`src/rtl/id_ex_if.sv`:
```
// ID/EX boundary bundle: decoded dual-issue pair in, registered EX pair out.
// Pipeline control (flush, mem_stall) rides along with the pair it governs.
interface id_ex_if;
  logic        flush;
  logic        mem_stall;

  logic        ID_valid_a,    ID_valid_b;
  logic [31:0] ID_pc_a,       ID_pc_b;
  logic [4:0]  ID_rf_raddr_a1, ID_rf_raddr_a2, ID_rf_raddr_b1, ID_rf_raddr_b2;
  logic [31:0] ID_rf_rdata_a1, ID_rf_rdata_a2, ID_rf_rdata_b1, ID_rf_rdata_b2;
  logic [4:0]  ID_rf_waddr_a, ID_rf_waddr_b;
  logic        ID_rf_we_a,    ID_rf_we_b;
  logic        ID_is_load_a,  ID_is_load_b;
  logic        ID_ready;

  logic        EX_valid_a,    EX_valid_b;
  logic [31:0] EX_pc_a,       EX_pc_b;
  logic [4:0]  EX_rf_raddr_a1, EX_rf_raddr_a2, EX_rf_raddr_b1, EX_rf_raddr_b2;
  logic [31:0] EX_rf_rdata_a1, EX_rf_rdata_a2, EX_rf_rdata_b1, EX_rf_rdata_b2;
  logic [4:0]  EX_rf_waddr_a, EX_rf_waddr_b;
  logic        EX_rf_we_a,    EX_rf_we_b;
  logic        EX_is_load_a,  EX_is_load_b;

  modport master (
    output flush, mem_stall,
    output ID_valid_a, ID_valid_b, ID_pc_a, ID_pc_b,
    output ID_rf_raddr_a1, ID_rf_raddr_a2, ID_rf_raddr_b1, ID_rf_raddr_b2,
    output ID_rf_rdata_a1, ID_rf_rdata_a2, ID_rf_rdata_b1, ID_rf_rdata_b2,
    output ID_rf_waddr_a, ID_rf_waddr_b, ID_rf_we_a, ID_rf_we_b,
    output ID_is_load_a, ID_is_load_b,
    input  ID_ready,
    input  EX_valid_a, EX_valid_b, EX_pc_a, EX_pc_b,
    input  EX_rf_raddr_a1, EX_rf_raddr_a2, EX_rf_raddr_b1, EX_rf_raddr_b2,
    input  EX_rf_rdata_a1, EX_rf_rdata_a2, EX_rf_rdata_b1, EX_rf_rdata_b2,
    input  EX_rf_waddr_a, EX_rf_waddr_b, EX_rf_we_a, EX_rf_we_b,
    input  EX_is_load_a, EX_is_load_b
  );

  modport slave (
    input  flush, mem_stall,
    input  ID_valid_a, ID_valid_b, ID_pc_a, ID_pc_b,
    input  ID_rf_raddr_a1, ID_rf_raddr_a2, ID_rf_raddr_b1, ID_rf_raddr_b2,
    input  ID_rf_rdata_a1, ID_rf_rdata_a2, ID_rf_rdata_b1, ID_rf_rdata_b2,
    input  ID_rf_waddr_a, ID_rf_waddr_b, ID_rf_we_a, ID_rf_we_b,
    input  ID_is_load_a, ID_is_load_b,
    output ID_ready,
    output EX_valid_a, EX_valid_b, EX_pc_a, EX_pc_b,
    output EX_rf_raddr_a1, EX_rf_raddr_a2, EX_rf_raddr_b1, EX_rf_raddr_b2,
    output EX_rf_rdata_a1, EX_rf_rdata_a2, EX_rf_rdata_b1, EX_rf_rdata_b2,
    output EX_rf_waddr_a, EX_rf_waddr_b, EX_rf_we_a, EX_rf_we_b,
    output EX_is_load_a, EX_is_load_b
  );
endinterface

```
`src/rtl/id_ex_stage.sv`:
```
// Dual-issue ID/EX pipeline register with load-use interlock and
// intra-pair dependency splitting (slot a first, slot b one cycle later).
module id_ex_stage (
  input  logic     clk,
  input  logic     rst,
  id_ex_if.slave   bus
);

  typedef enum logic {PAIR, SECOND} state_e;

  typedef struct packed {
    logic        valid;
    logic [31:0] pc;
    logic [4:0]  raddr1;
    logic [4:0]  raddr2;
    logic [31:0] rdata1;
    logic [31:0] rdata2;
    logic [4:0]  waddr;
    logic        we;
    logic        is_load;
  } slot_t;

  state_e state_q, state_d;
  slot_t  ex_a_q, ex_a_d, ex_b_q, ex_b_d;
  slot_t  id_a, id_b;
  logic   hz_a, hz_b, load_hazard, pair_dep, id_ready;

  assign id_a = '{valid: bus.ID_valid_a, pc: bus.ID_pc_a,
                  raddr1: bus.ID_rf_raddr_a1, raddr2: bus.ID_rf_raddr_a2,
                  rdata1: bus.ID_rf_rdata_a1, rdata2: bus.ID_rf_rdata_a2,
                  waddr: bus.ID_rf_waddr_a, we: bus.ID_rf_we_a,
                  is_load: bus.ID_is_load_a};
  assign id_b = '{valid: bus.ID_valid_b, pc: bus.ID_pc_b,
                  raddr1: bus.ID_rf_raddr_b1, raddr2: bus.ID_rf_raddr_b2,
                  rdata1: bus.ID_rf_rdata_b1, rdata2: bus.ID_rf_rdata_b2,
                  waddr: bus.ID_rf_waddr_b, we: bus.ID_rf_we_b,
                  is_load: bus.ID_is_load_b};

  // An invalid ID slot issues as a bubble; writes to r0 are never enabled.
  function automatic slot_t issue(slot_t s);
    slot_t r;
    r         = s;
    r.we      = s.valid & s.we & (s.waddr != 5'd0);
    r.is_load = s.valid & s.is_load;
    return r;
  endfunction

  function automatic slot_t bubble(slot_t s);
    slot_t r;
    r         = s;
    r.valid   = 1'b0;
    r.we      = 1'b0;
    r.is_load = 1'b0;
    return r;
  endfunction

  function automatic logic hit_one(logic [4:0] r, slot_t s);
    return (r == s.waddr) & s.we & s.is_load & s.valid;
  endfunction

  function automatic logic src_hit(logic [4:0] r);
    return hit_one(r, ex_a_q) | hit_one(r, ex_b_q);
  endfunction

  assign hz_a = id_a.valid & (src_hit(id_a.raddr1) | src_hit(id_a.raddr2));
  assign hz_b = id_b.valid & (src_hit(id_b.raddr1) | src_hit(id_b.raddr2));
  assign load_hazard = (state_q == PAIR) ? (hz_a | hz_b) : hz_b;

  assign pair_dep = (state_q == PAIR) & id_a.valid & id_b.valid & id_a.we &
                    (id_a.waddr != 5'd0) &
                    ((id_b.raddr1 == id_a.waddr) | (id_b.raddr2 == id_a.waddr));

  // NOTE: every always_comb output gets a default first, so no path leaves
  // a signal unassigned and no latch is inferred.
  always_comb begin
    ex_a_d   = ex_a_q;
    ex_b_d   = ex_b_q;
    state_d  = state_q;
    id_ready = 1'b0;
    if (bus.flush) begin
      ex_a_d   = bubble(id_a);
      ex_b_d   = bubble(id_b);
      state_d  = PAIR;
      id_ready = 1'b1;
    end else if (bus.mem_stall) begin
      id_ready = 1'b0;
    end else if (load_hazard) begin
      ex_a_d = bubble(id_a);
      ex_b_d = bubble(id_b);
    end else if (state_q == PAIR && pair_dep) begin
      ex_a_d  = issue(id_a);
      ex_b_d  = bubble(id_b);
      state_d = SECOND;
    end else if (state_q == PAIR) begin
      ex_a_d   = issue(id_a);
      ex_b_d   = issue(id_b);
      id_ready = 1'b1;
    end else begin
      ex_a_d   = bubble(id_a);
      ex_b_d   = issue(id_b);
      state_d  = PAIR;
      id_ready = 1'b1;
    end
  end

  // ID may advance through reset so it restarts from its own reset state.
  assign bus.ID_ready = id_ready | (rst & ~bus.mem_stall);

  // NOTE: sequential state uses non-blocking assignments so every register
  // samples the pre-edge values regardless of statement order.
  always_ff @(posedge clk or posedge rst) begin
    if (rst) begin
      ex_a_q  <= '0;
      ex_b_q  <= '0;
      state_q <= PAIR;
    end else begin
      ex_a_q  <= ex_a_d;
      ex_b_q  <= ex_b_d;
      state_q <= state_d;
    end
  end

  assign bus.EX_valid_a     = ex_a_q.valid;
  assign bus.EX_pc_a        = ex_a_q.pc;
  assign bus.EX_rf_raddr_a1 = ex_a_q.raddr1;
  assign bus.EX_rf_raddr_a2 = ex_a_q.raddr2;
  assign bus.EX_rf_rdata_a1 = ex_a_q.rdata1;
  assign bus.EX_rf_rdata_a2 = ex_a_q.rdata2;
  assign bus.EX_rf_waddr_a  = ex_a_q.waddr;
  assign bus.EX_rf_we_a     = ex_a_q.we;
  assign bus.EX_is_load_a   = ex_a_q.is_load;

  assign bus.EX_valid_b     = ex_b_q.valid;
  assign bus.EX_pc_b        = ex_b_q.pc;
  assign bus.EX_rf_raddr_b1 = ex_b_q.raddr1;
  assign bus.EX_rf_raddr_b2 = ex_b_q.raddr2;
  assign bus.EX_rf_rdata_b1 = ex_b_q.rdata1;
  assign bus.EX_rf_rdata_b2 = ex_b_q.rdata2;
  assign bus.EX_rf_waddr_b  = ex_b_q.waddr;
  assign bus.EX_rf_we_b     = ex_b_q.we;
  assign bus.EX_is_load_b   = ex_b_q.is_load;

endmodule

```
`src/flat_wrapper.sv`:
```
// flat-port wrapper written by rule: the top's interface ports become plain ports
module id_ex_stage_flat 
  (clk, rst, bus_flush, bus_mem_stall, bus_ID_valid_a, bus_ID_valid_b, bus_ID_pc_a, bus_ID_pc_b, bus_ID_rf_raddr_a1, bus_ID_rf_raddr_a2, bus_ID_rf_raddr_b1, bus_ID_rf_raddr_b2, bus_ID_rf_rdata_a1, bus_ID_rf_rdata_a2, bus_ID_rf_rdata_b1, bus_ID_rf_rdata_b2, bus_ID_rf_waddr_a, bus_ID_rf_waddr_b, bus_ID_rf_we_a, bus_ID_rf_we_b, bus_ID_is_load_a, bus_ID_is_load_b, bus_ID_ready, bus_EX_valid_a, bus_EX_valid_b, bus_EX_pc_a, bus_EX_pc_b, bus_EX_rf_raddr_a1, bus_EX_rf_raddr_a2, bus_EX_rf_raddr_b1, bus_EX_rf_raddr_b2, bus_EX_rf_rdata_a1, bus_EX_rf_rdata_a2, bus_EX_rf_rdata_b1, bus_EX_rf_rdata_b2, bus_EX_rf_waddr_a, bus_EX_rf_waddr_b, bus_EX_rf_we_a, bus_EX_rf_we_b, bus_EX_is_load_a, bus_EX_is_load_b);
  id_ex_if bus_i ();
  input  logic clk;
  input  logic rst;
  input wire logic [$bits(bus_i.flush)-1:0] bus_flush;
  input wire logic [$bits(bus_i.mem_stall)-1:0] bus_mem_stall;
  input wire logic [$bits(bus_i.ID_valid_a)-1:0] bus_ID_valid_a;
  input wire logic [$bits(bus_i.ID_valid_b)-1:0] bus_ID_valid_b;
  input wire logic [$bits(bus_i.ID_pc_a)-1:0] bus_ID_pc_a;
  input wire logic [$bits(bus_i.ID_pc_b)-1:0] bus_ID_pc_b;
  input wire logic [$bits(bus_i.ID_rf_raddr_a1)-1:0] bus_ID_rf_raddr_a1;
  input wire logic [$bits(bus_i.ID_rf_raddr_a2)-1:0] bus_ID_rf_raddr_a2;
  input wire logic [$bits(bus_i.ID_rf_raddr_b1)-1:0] bus_ID_rf_raddr_b1;
  input wire logic [$bits(bus_i.ID_rf_raddr_b2)-1:0] bus_ID_rf_raddr_b2;
  input wire logic [$bits(bus_i.ID_rf_rdata_a1)-1:0] bus_ID_rf_rdata_a1;
  input wire logic [$bits(bus_i.ID_rf_rdata_a2)-1:0] bus_ID_rf_rdata_a2;
  input wire logic [$bits(bus_i.ID_rf_rdata_b1)-1:0] bus_ID_rf_rdata_b1;
  input wire logic [$bits(bus_i.ID_rf_rdata_b2)-1:0] bus_ID_rf_rdata_b2;
  input wire logic [$bits(bus_i.ID_rf_waddr_a)-1:0] bus_ID_rf_waddr_a;
  input wire logic [$bits(bus_i.ID_rf_waddr_b)-1:0] bus_ID_rf_waddr_b;
  input wire logic [$bits(bus_i.ID_rf_we_a)-1:0] bus_ID_rf_we_a;
  input wire logic [$bits(bus_i.ID_rf_we_b)-1:0] bus_ID_rf_we_b;
  input wire logic [$bits(bus_i.ID_is_load_a)-1:0] bus_ID_is_load_a;
  input wire logic [$bits(bus_i.ID_is_load_b)-1:0] bus_ID_is_load_b;
  output wire logic [$bits(bus_i.ID_ready)-1:0] bus_ID_ready;
  output wire logic [$bits(bus_i.EX_valid_a)-1:0] bus_EX_valid_a;
  output wire logic [$bits(bus_i.EX_valid_b)-1:0] bus_EX_valid_b;
  output wire logic [$bits(bus_i.EX_pc_a)-1:0] bus_EX_pc_a;
  output wire logic [$bits(bus_i.EX_pc_b)-1:0] bus_EX_pc_b;
  output wire logic [$bits(bus_i.EX_rf_raddr_a1)-1:0] bus_EX_rf_raddr_a1;
  output wire logic [$bits(bus_i.EX_rf_raddr_a2)-1:0] bus_EX_rf_raddr_a2;
  output wire logic [$bits(bus_i.EX_rf_raddr_b1)-1:0] bus_EX_rf_raddr_b1;
  output wire logic [$bits(bus_i.EX_rf_raddr_b2)-1:0] bus_EX_rf_raddr_b2;
  output wire logic [$bits(bus_i.EX_rf_rdata_a1)-1:0] bus_EX_rf_rdata_a1;
  output wire logic [$bits(bus_i.EX_rf_rdata_a2)-1:0] bus_EX_rf_rdata_a2;
  output wire logic [$bits(bus_i.EX_rf_rdata_b1)-1:0] bus_EX_rf_rdata_b1;
  output wire logic [$bits(bus_i.EX_rf_rdata_b2)-1:0] bus_EX_rf_rdata_b2;
  output wire logic [$bits(bus_i.EX_rf_waddr_a)-1:0] bus_EX_rf_waddr_a;
  output wire logic [$bits(bus_i.EX_rf_waddr_b)-1:0] bus_EX_rf_waddr_b;
  output wire logic [$bits(bus_i.EX_rf_we_a)-1:0] bus_EX_rf_we_a;
  output wire logic [$bits(bus_i.EX_rf_we_b)-1:0] bus_EX_rf_we_b;
  output wire logic [$bits(bus_i.EX_is_load_a)-1:0] bus_EX_is_load_a;
  output wire logic [$bits(bus_i.EX_is_load_b)-1:0] bus_EX_is_load_b;
  assign bus_i.flush = bus_flush;
  assign bus_i.mem_stall = bus_mem_stall;
  assign bus_i.ID_valid_a = bus_ID_valid_a;
  assign bus_i.ID_valid_b = bus_ID_valid_b;
  assign bus_i.ID_pc_a = bus_ID_pc_a;
  assign bus_i.ID_pc_b = bus_ID_pc_b;
  assign bus_i.ID_rf_raddr_a1 = bus_ID_rf_raddr_a1;
  assign bus_i.ID_rf_raddr_a2 = bus_ID_rf_raddr_a2;
  assign bus_i.ID_rf_raddr_b1 = bus_ID_rf_raddr_b1;
  assign bus_i.ID_rf_raddr_b2 = bus_ID_rf_raddr_b2;
  assign bus_i.ID_rf_rdata_a1 = bus_ID_rf_rdata_a1;
  assign bus_i.ID_rf_rdata_a2 = bus_ID_rf_rdata_a2;
  assign bus_i.ID_rf_rdata_b1 = bus_ID_rf_rdata_b1;
  assign bus_i.ID_rf_rdata_b2 = bus_ID_rf_rdata_b2;
  assign bus_i.ID_rf_waddr_a = bus_ID_rf_waddr_a;
  assign bus_i.ID_rf_waddr_b = bus_ID_rf_waddr_b;
  assign bus_i.ID_rf_we_a = bus_ID_rf_we_a;
  assign bus_i.ID_rf_we_b = bus_ID_rf_we_b;
  assign bus_i.ID_is_load_a = bus_ID_is_load_a;
  assign bus_i.ID_is_load_b = bus_ID_is_load_b;
  assign bus_ID_ready = bus_i.ID_ready;
  assign bus_EX_valid_a = bus_i.EX_valid_a;
  assign bus_EX_valid_b = bus_i.EX_valid_b;
  assign bus_EX_pc_a = bus_i.EX_pc_a;
  assign bus_EX_pc_b = bus_i.EX_pc_b;
  assign bus_EX_rf_raddr_a1 = bus_i.EX_rf_raddr_a1;
  assign bus_EX_rf_raddr_a2 = bus_i.EX_rf_raddr_a2;
  assign bus_EX_rf_raddr_b1 = bus_i.EX_rf_raddr_b1;
  assign bus_EX_rf_raddr_b2 = bus_i.EX_rf_raddr_b2;
  assign bus_EX_rf_rdata_a1 = bus_i.EX_rf_rdata_a1;
  assign bus_EX_rf_rdata_a2 = bus_i.EX_rf_rdata_a2;
  assign bus_EX_rf_rdata_b1 = bus_i.EX_rf_rdata_b1;
  assign bus_EX_rf_rdata_b2 = bus_i.EX_rf_rdata_b2;
  assign bus_EX_rf_waddr_a = bus_i.EX_rf_waddr_a;
  assign bus_EX_rf_waddr_b = bus_i.EX_rf_waddr_b;
  assign bus_EX_rf_we_a = bus_i.EX_rf_we_a;
  assign bus_EX_rf_we_b = bus_i.EX_rf_we_b;
  assign bus_EX_is_load_a = bus_i.EX_is_load_a;
  assign bus_EX_is_load_b = bus_i.EX_is_load_b;
  id_ex_stage u_core (.clk(clk), .rst(rst), .bus(bus_i));
endmodule
```
`config.mk`:
```
export PLATFORM = sky130hd
export DESIGN_NAME = id_ex_stage_flat
export DESIGN_NICKNAME = d
export VERILOG_FILES = /design/src/rtl/id_ex_if.sv /design/src/rtl/id_ex_stage.sv /design/src/flat_wrapper.sv
export SDC_FILE = /design/constraint.sdc
export NUM_CORES = 1
export LEC_CHECK = 0
export CORE_AREA = 2 2 179 181
export CTS_BUF_LIST = sky130_fd_sc_hd__clkbuf_8
export DETAILED_ROUTE_END_ITERATION = 8
export DIE_AREA = 0 0 181 183
export MAX_ROUTING_LAYER = met4
export PLACE_DENSITY = 0.64
export SYNTH_ARGS = -nofsm -noshare
export SYNTH_HDL_FRONTEND = slang
export SYNTH_SLANG_ARGS = --single-unit
```
`constraint.sdc`:
```
create_clock -name clk -period 7.2 [get_ports clk]
set_input_delay 0.72 -clock clk [delete_from_list [all_inputs] [get_ports clk]]
set_output_delay 0.72 -clock clk [all_outputs]
set_load 0.05 [all_outputs]
```
==> out/results.tsv <==
stage	metric	value	unit
run_status	status	completed	
floorplan	Cell Rows	65	
hold_path	Hold Crit Class	reg -> reg	
drt	Routed wire per std cell	16.2	um
yosys	post-synth top area share	61.8	%
critical_path	r2r endpoint	u_core.bus.EX_valid_b$_DFFE_PP0P_	
clock_network	CTS tree	built	
sta	total negative slack	0	ps
placed_design	Post-DP Area	0.0142	mm2
drt	Detailed Route Iter0 Violations	440	
drt	Detailed Route WL	31.4	mm
critical_path	Worst Path Buf+Inv	2	
yosys	flop and latch count out of synthesis	229	
finish	Cell Count, Final, Fillers Out	1935	
yosys	top post-synthesis cells by area	dfrtp_1, nand2_1, xor2_1	
job	MaxCap Viol Count	0	
clock_network	H-tree Lvls	2	
critical_path	Crit path largest cell delay	760	ps
clock_network	clk buf depth	3	
sta	Peak Freq	248	MHz
yosys	fraction of registers with async set or reset after synthesis	100	%
finish	synth-to-layout area growth	61.7	%
yosys	top cells by count, synth	nand2_1, dfrtp_1, clkbuf_1	
finish	Finished Core Util	48.0	%
sta	Hold Slack	462	ps
power_and_ir_drop	PD cells	240	mW/mm2
power_and_ir_drop	switching power	1.22	mW
sta	post-route minimum period	4040	ps
sta	RSZ-0062 raised after global routing	no	
critical_path	crit path max fanout	4	
critical_path	worst endpoint data arrival time	3320	ps
floorplan	I/O pins	461	
yosys	top_reg_cell synth	dfrtp_1	
global_routing	first-pass GRT wire length	48.6	mm
sta	Tcrit/Tclk final	56.1	%
clock_network	Root Buffer	clkbuf_8	
placed_design	Placed Cells	1868	
yosys	Post-synth EDFFs	0	
critical_path	worst path cell trace	clkdlybuf4s50_1 > xor2_1 > nor3_2 > a22oi_1 > o32ai_2 > nor2_1 > a221o_1 > clkdlybuf4s50_1	
hold_path	worst hold path depth	2	
finish	layout cells sized above 1	4.63	%
placed_design	PortBufs	460	
yosys	Syn Area/Cell	8.75	um2
critical_path	CP endpoint kind	output port	
critical_path	critical setup path kind	in -> out	
power_and_ir_drop	Combinational Power Share	26.8	%
critical_path	Required @ worst endpoint	6480	ps
yosys	Post-Synthesis Cells	1060	
sta	Worst Skew	8.22	ps
clock_network	Post-CTS Resized	0	
drt	antenna-violating nets left	0	
floorplan	Starting Density	29.7	%
yosys	sequential fraction of the synthesis area	61.8	%
yosys	area leader, netlist	dfrtp_1	
clock_network	clock slew at reported path FFs	60	ps
critical_path	CP Launch Type	primary input	
global_routing	GRT Residual Overflow	0	
power_and_ir_drop	VDD IR max	0.159	mV
power_and_ir_drop	Leak	7.24	nW
finish	Final Cell Area	0.0150	mm2
sta	Slew Limit Headroom	32.7	%
critical_path	r2r startpoint	u_core.bus.EX_rf_waddr_a[3]$_DFFE_PP0P_	
yosys	Cell variety after synth	30	
drt	Vias/cell	4.37	
drt	1st-pass router iterations	5	
clock_network	CTS Sinks	229	
floorplan	DIE AREA	0.0331	mm2
sta	slew of the pin with the lowest slew margin	1010	ps
clock_network	CTS Buf Count	42	
floorplan	core region area	0.0312	mm2
clock_network	setup bufs post-CTS	0	
critical_path	reg-to-reg slack, setup	5200	ps
power_and_ir_drop	Sw Ratio	33.8	%
critical_path	reg2reg path depth	6	
critical_path	crit path to	bus_ID_ready	
global_routing	largest net degree at the start of global routing	223	
drt	DRC viols	0	
sta	Fin. Hold Viols	0	
power_and_ir_drop	Seq pwr share	40.6	%
global_routing	initial antenna violation count	0	
sta	final setup margin	3160	ps
power_and_ir_drop	Clk network pwr share	32.6	%
clock_network	CTS Hold Buffers Added	0	
critical_path	CP top delay family	buffers and inverters	
clock_network	clk_lat worst skew	540	ps
global_routing	gr usage total	19.3	%
floorplan	die width	181	um
critical_path	Crit. Startpoint	bus_ID_rf_raddr_b2[1]	
floorplan	Die Y	183	um
yosys	Syn. warnings	0	
yosys	mapped cell area	0.00928	mm2
power_and_ir_drop	Pwr Total	3.60	mW
sta	Slew Viols, Final	0	
finish	nets	1742	
critical_path	cell mode on critical path	clkdlybuf4s50_1	
finish	number of diodes	0	
placed_design	pre-CTS WS	3140	ps
critical_path	Crit-path slowest cell	clkdlybuf4s50_1	
placed_design	GP Congestion	0.849	
yosys	count leader, synth	nand2_1	
power_and_ir_drop	internal cell power	2.38	mW
placed_design	HPWL reported at the end of detailed placement	22.3	mm
global_routing	vias in the first global route	8830	
drt	vias	8451	
sta	# setup viols final	0	
yosys	Mapped Nets	1292	
critical_path	CP Depth	8	
[cell usage in the layout (no fill, tap or decap), drive strengths merged, types with 2 or more instances in the layout]
cell | netlist | layout
clkinvlp | 0 | 2
buf | 12 | 6
xor2 | 44 | 44
nand3 | 4 | 4
clkbuf | 48 | 48
a22oi | 3 | 3
o21ai | 2 | 2
nand2 | 666 | 666
or4 | 2 | 2
nor4 | 2 | 2
clkinv | 0 | 4
nor3 | 11 | 11
clkdlybuf4s50 | 0 | 460
xnor2 | 6 | 6
dfrtp | 229 | 229
a22o | 2 | 2
nor2 | 9 | 9
nand2b | 2 | 2
inv | 4 | 16
a32o | 4 | 4
[worst register-to-register path, delay by kind of cell (launching register included)]
kind / cells / cell delay [ps]
DFF: 1 / 550
and+or+nand+nor: 2 / 350
AOI/OAI and AO/OA: 3 / 770
xor gates and xnor gates: 1 / 210
[sequential cells by signal, summed over array words and instances (netlist names), 5 cells and up]
register	count
u_core.bus.EX_rf_waddr_a	5
u_core.bus.EX_rf_rdata_a1	32
u_core.bus.EX_pc_b	32
u_core.bus.EX_rf_raddr_a2	5
u_core.bus.EX_pc_a	32
u_core.bus.EX_rf_raddr_a1	5
u_core.bus.EX_rf_raddr_b2	5
u_core.bus.EX_rf_rdata_b2	32
u_core.bus.EX_rf_raddr_b1	5
u_core.bus.EX_rf_waddr_b	5
u_core.bus.EX_rf_rdata_a2	32
u_core.bus.EX_rf_rdata_b1	32
[worst min path at each step]
stage	from	to	slack, ps
2_1_floorplan	u_core.state_q$_DFFE_PP0P_	u_core.state_q$_DFFE_PP0P_	500
3_3_place_gp	u_core.bus.EX_rf_rdata_b1[3]$_DFFE_PP0P_	u_core.bus.EX_rf_rdata_b1[3]$_DFFE_PP0P_	450
3_5_place_dp	u_core.bus.EX_rf_raddr_a2[2]$_DFFE_PP0P_	u_core.bus.EX_rf_raddr_a2[2]$_DFFE_PP0P_	450
4_1_cts	u_core.bus.EX_pc_b[26]$_DFFE_PP0P_	u_core.bus.EX_pc_b[26]$_DFFE_PP0P_	470
5_1_grt	u_core.bus.EX_pc_a[7]$_DFFE_PP0P_	u_core.bus.EX_pc_a[7]$_DFFE_PP0P_	480
6_report	u_core.bus.EX_pc_b[18]$_DFFE_PP0P_	u_core.bus.EX_pc_b[18]$_DFFE_PP0P_	460
[area by class of cell]
class                      count  area (um2)
sequential                   229        5730
tap                          402         503
multi-input combinational    767        3300
clock buffer                  48         661
inverter                       4        22.5
clock inverter                19         115
fill                        2980       16200
timing repair buffer         466        4660
[routing by layer]
metal  track usage [%]  vias up  wire (um)
met4              7.54        0       1170
met5                 -        -          0
met3              6.65       68       3010
met1              22.3     3901      12500
li1                  -     4125          -
met2              30.8      357      14700
[cells by family (layout without fill, tap and decap cells)]
logic type | count (synthesis) | count (layout) | synth area share (%)
DFF | 229 | 229 | 61.8
xor gates and xnor gates | 50 | 50 | 4.72
and+or+nand+nor | 699 | 699 | 28.9
AOI/OAI and AO/OA | 18 | 18 | 1.78
buffers and inverters | 64 | 537 | 2.79
[power by group through the flow]
| stage | sequential, mW | clock (mW) | combinational (mW) |
|---|---|---|---|
| final | 1.46 | 1.17 | 0.967 |
| after floorplan | 1.84 | 0 | 0.188 |
| after global placement | 1.48 | 0 | 0.972 |
| after global routing | 1.48 | 1.29 | 1.02 |
| after detailed placement | 1.48 | 0 | 0.975 |
| after CTS | 1.46 | 1.22 | 0.978 |
Note: power is estimated with default switching activity, not from simulation.
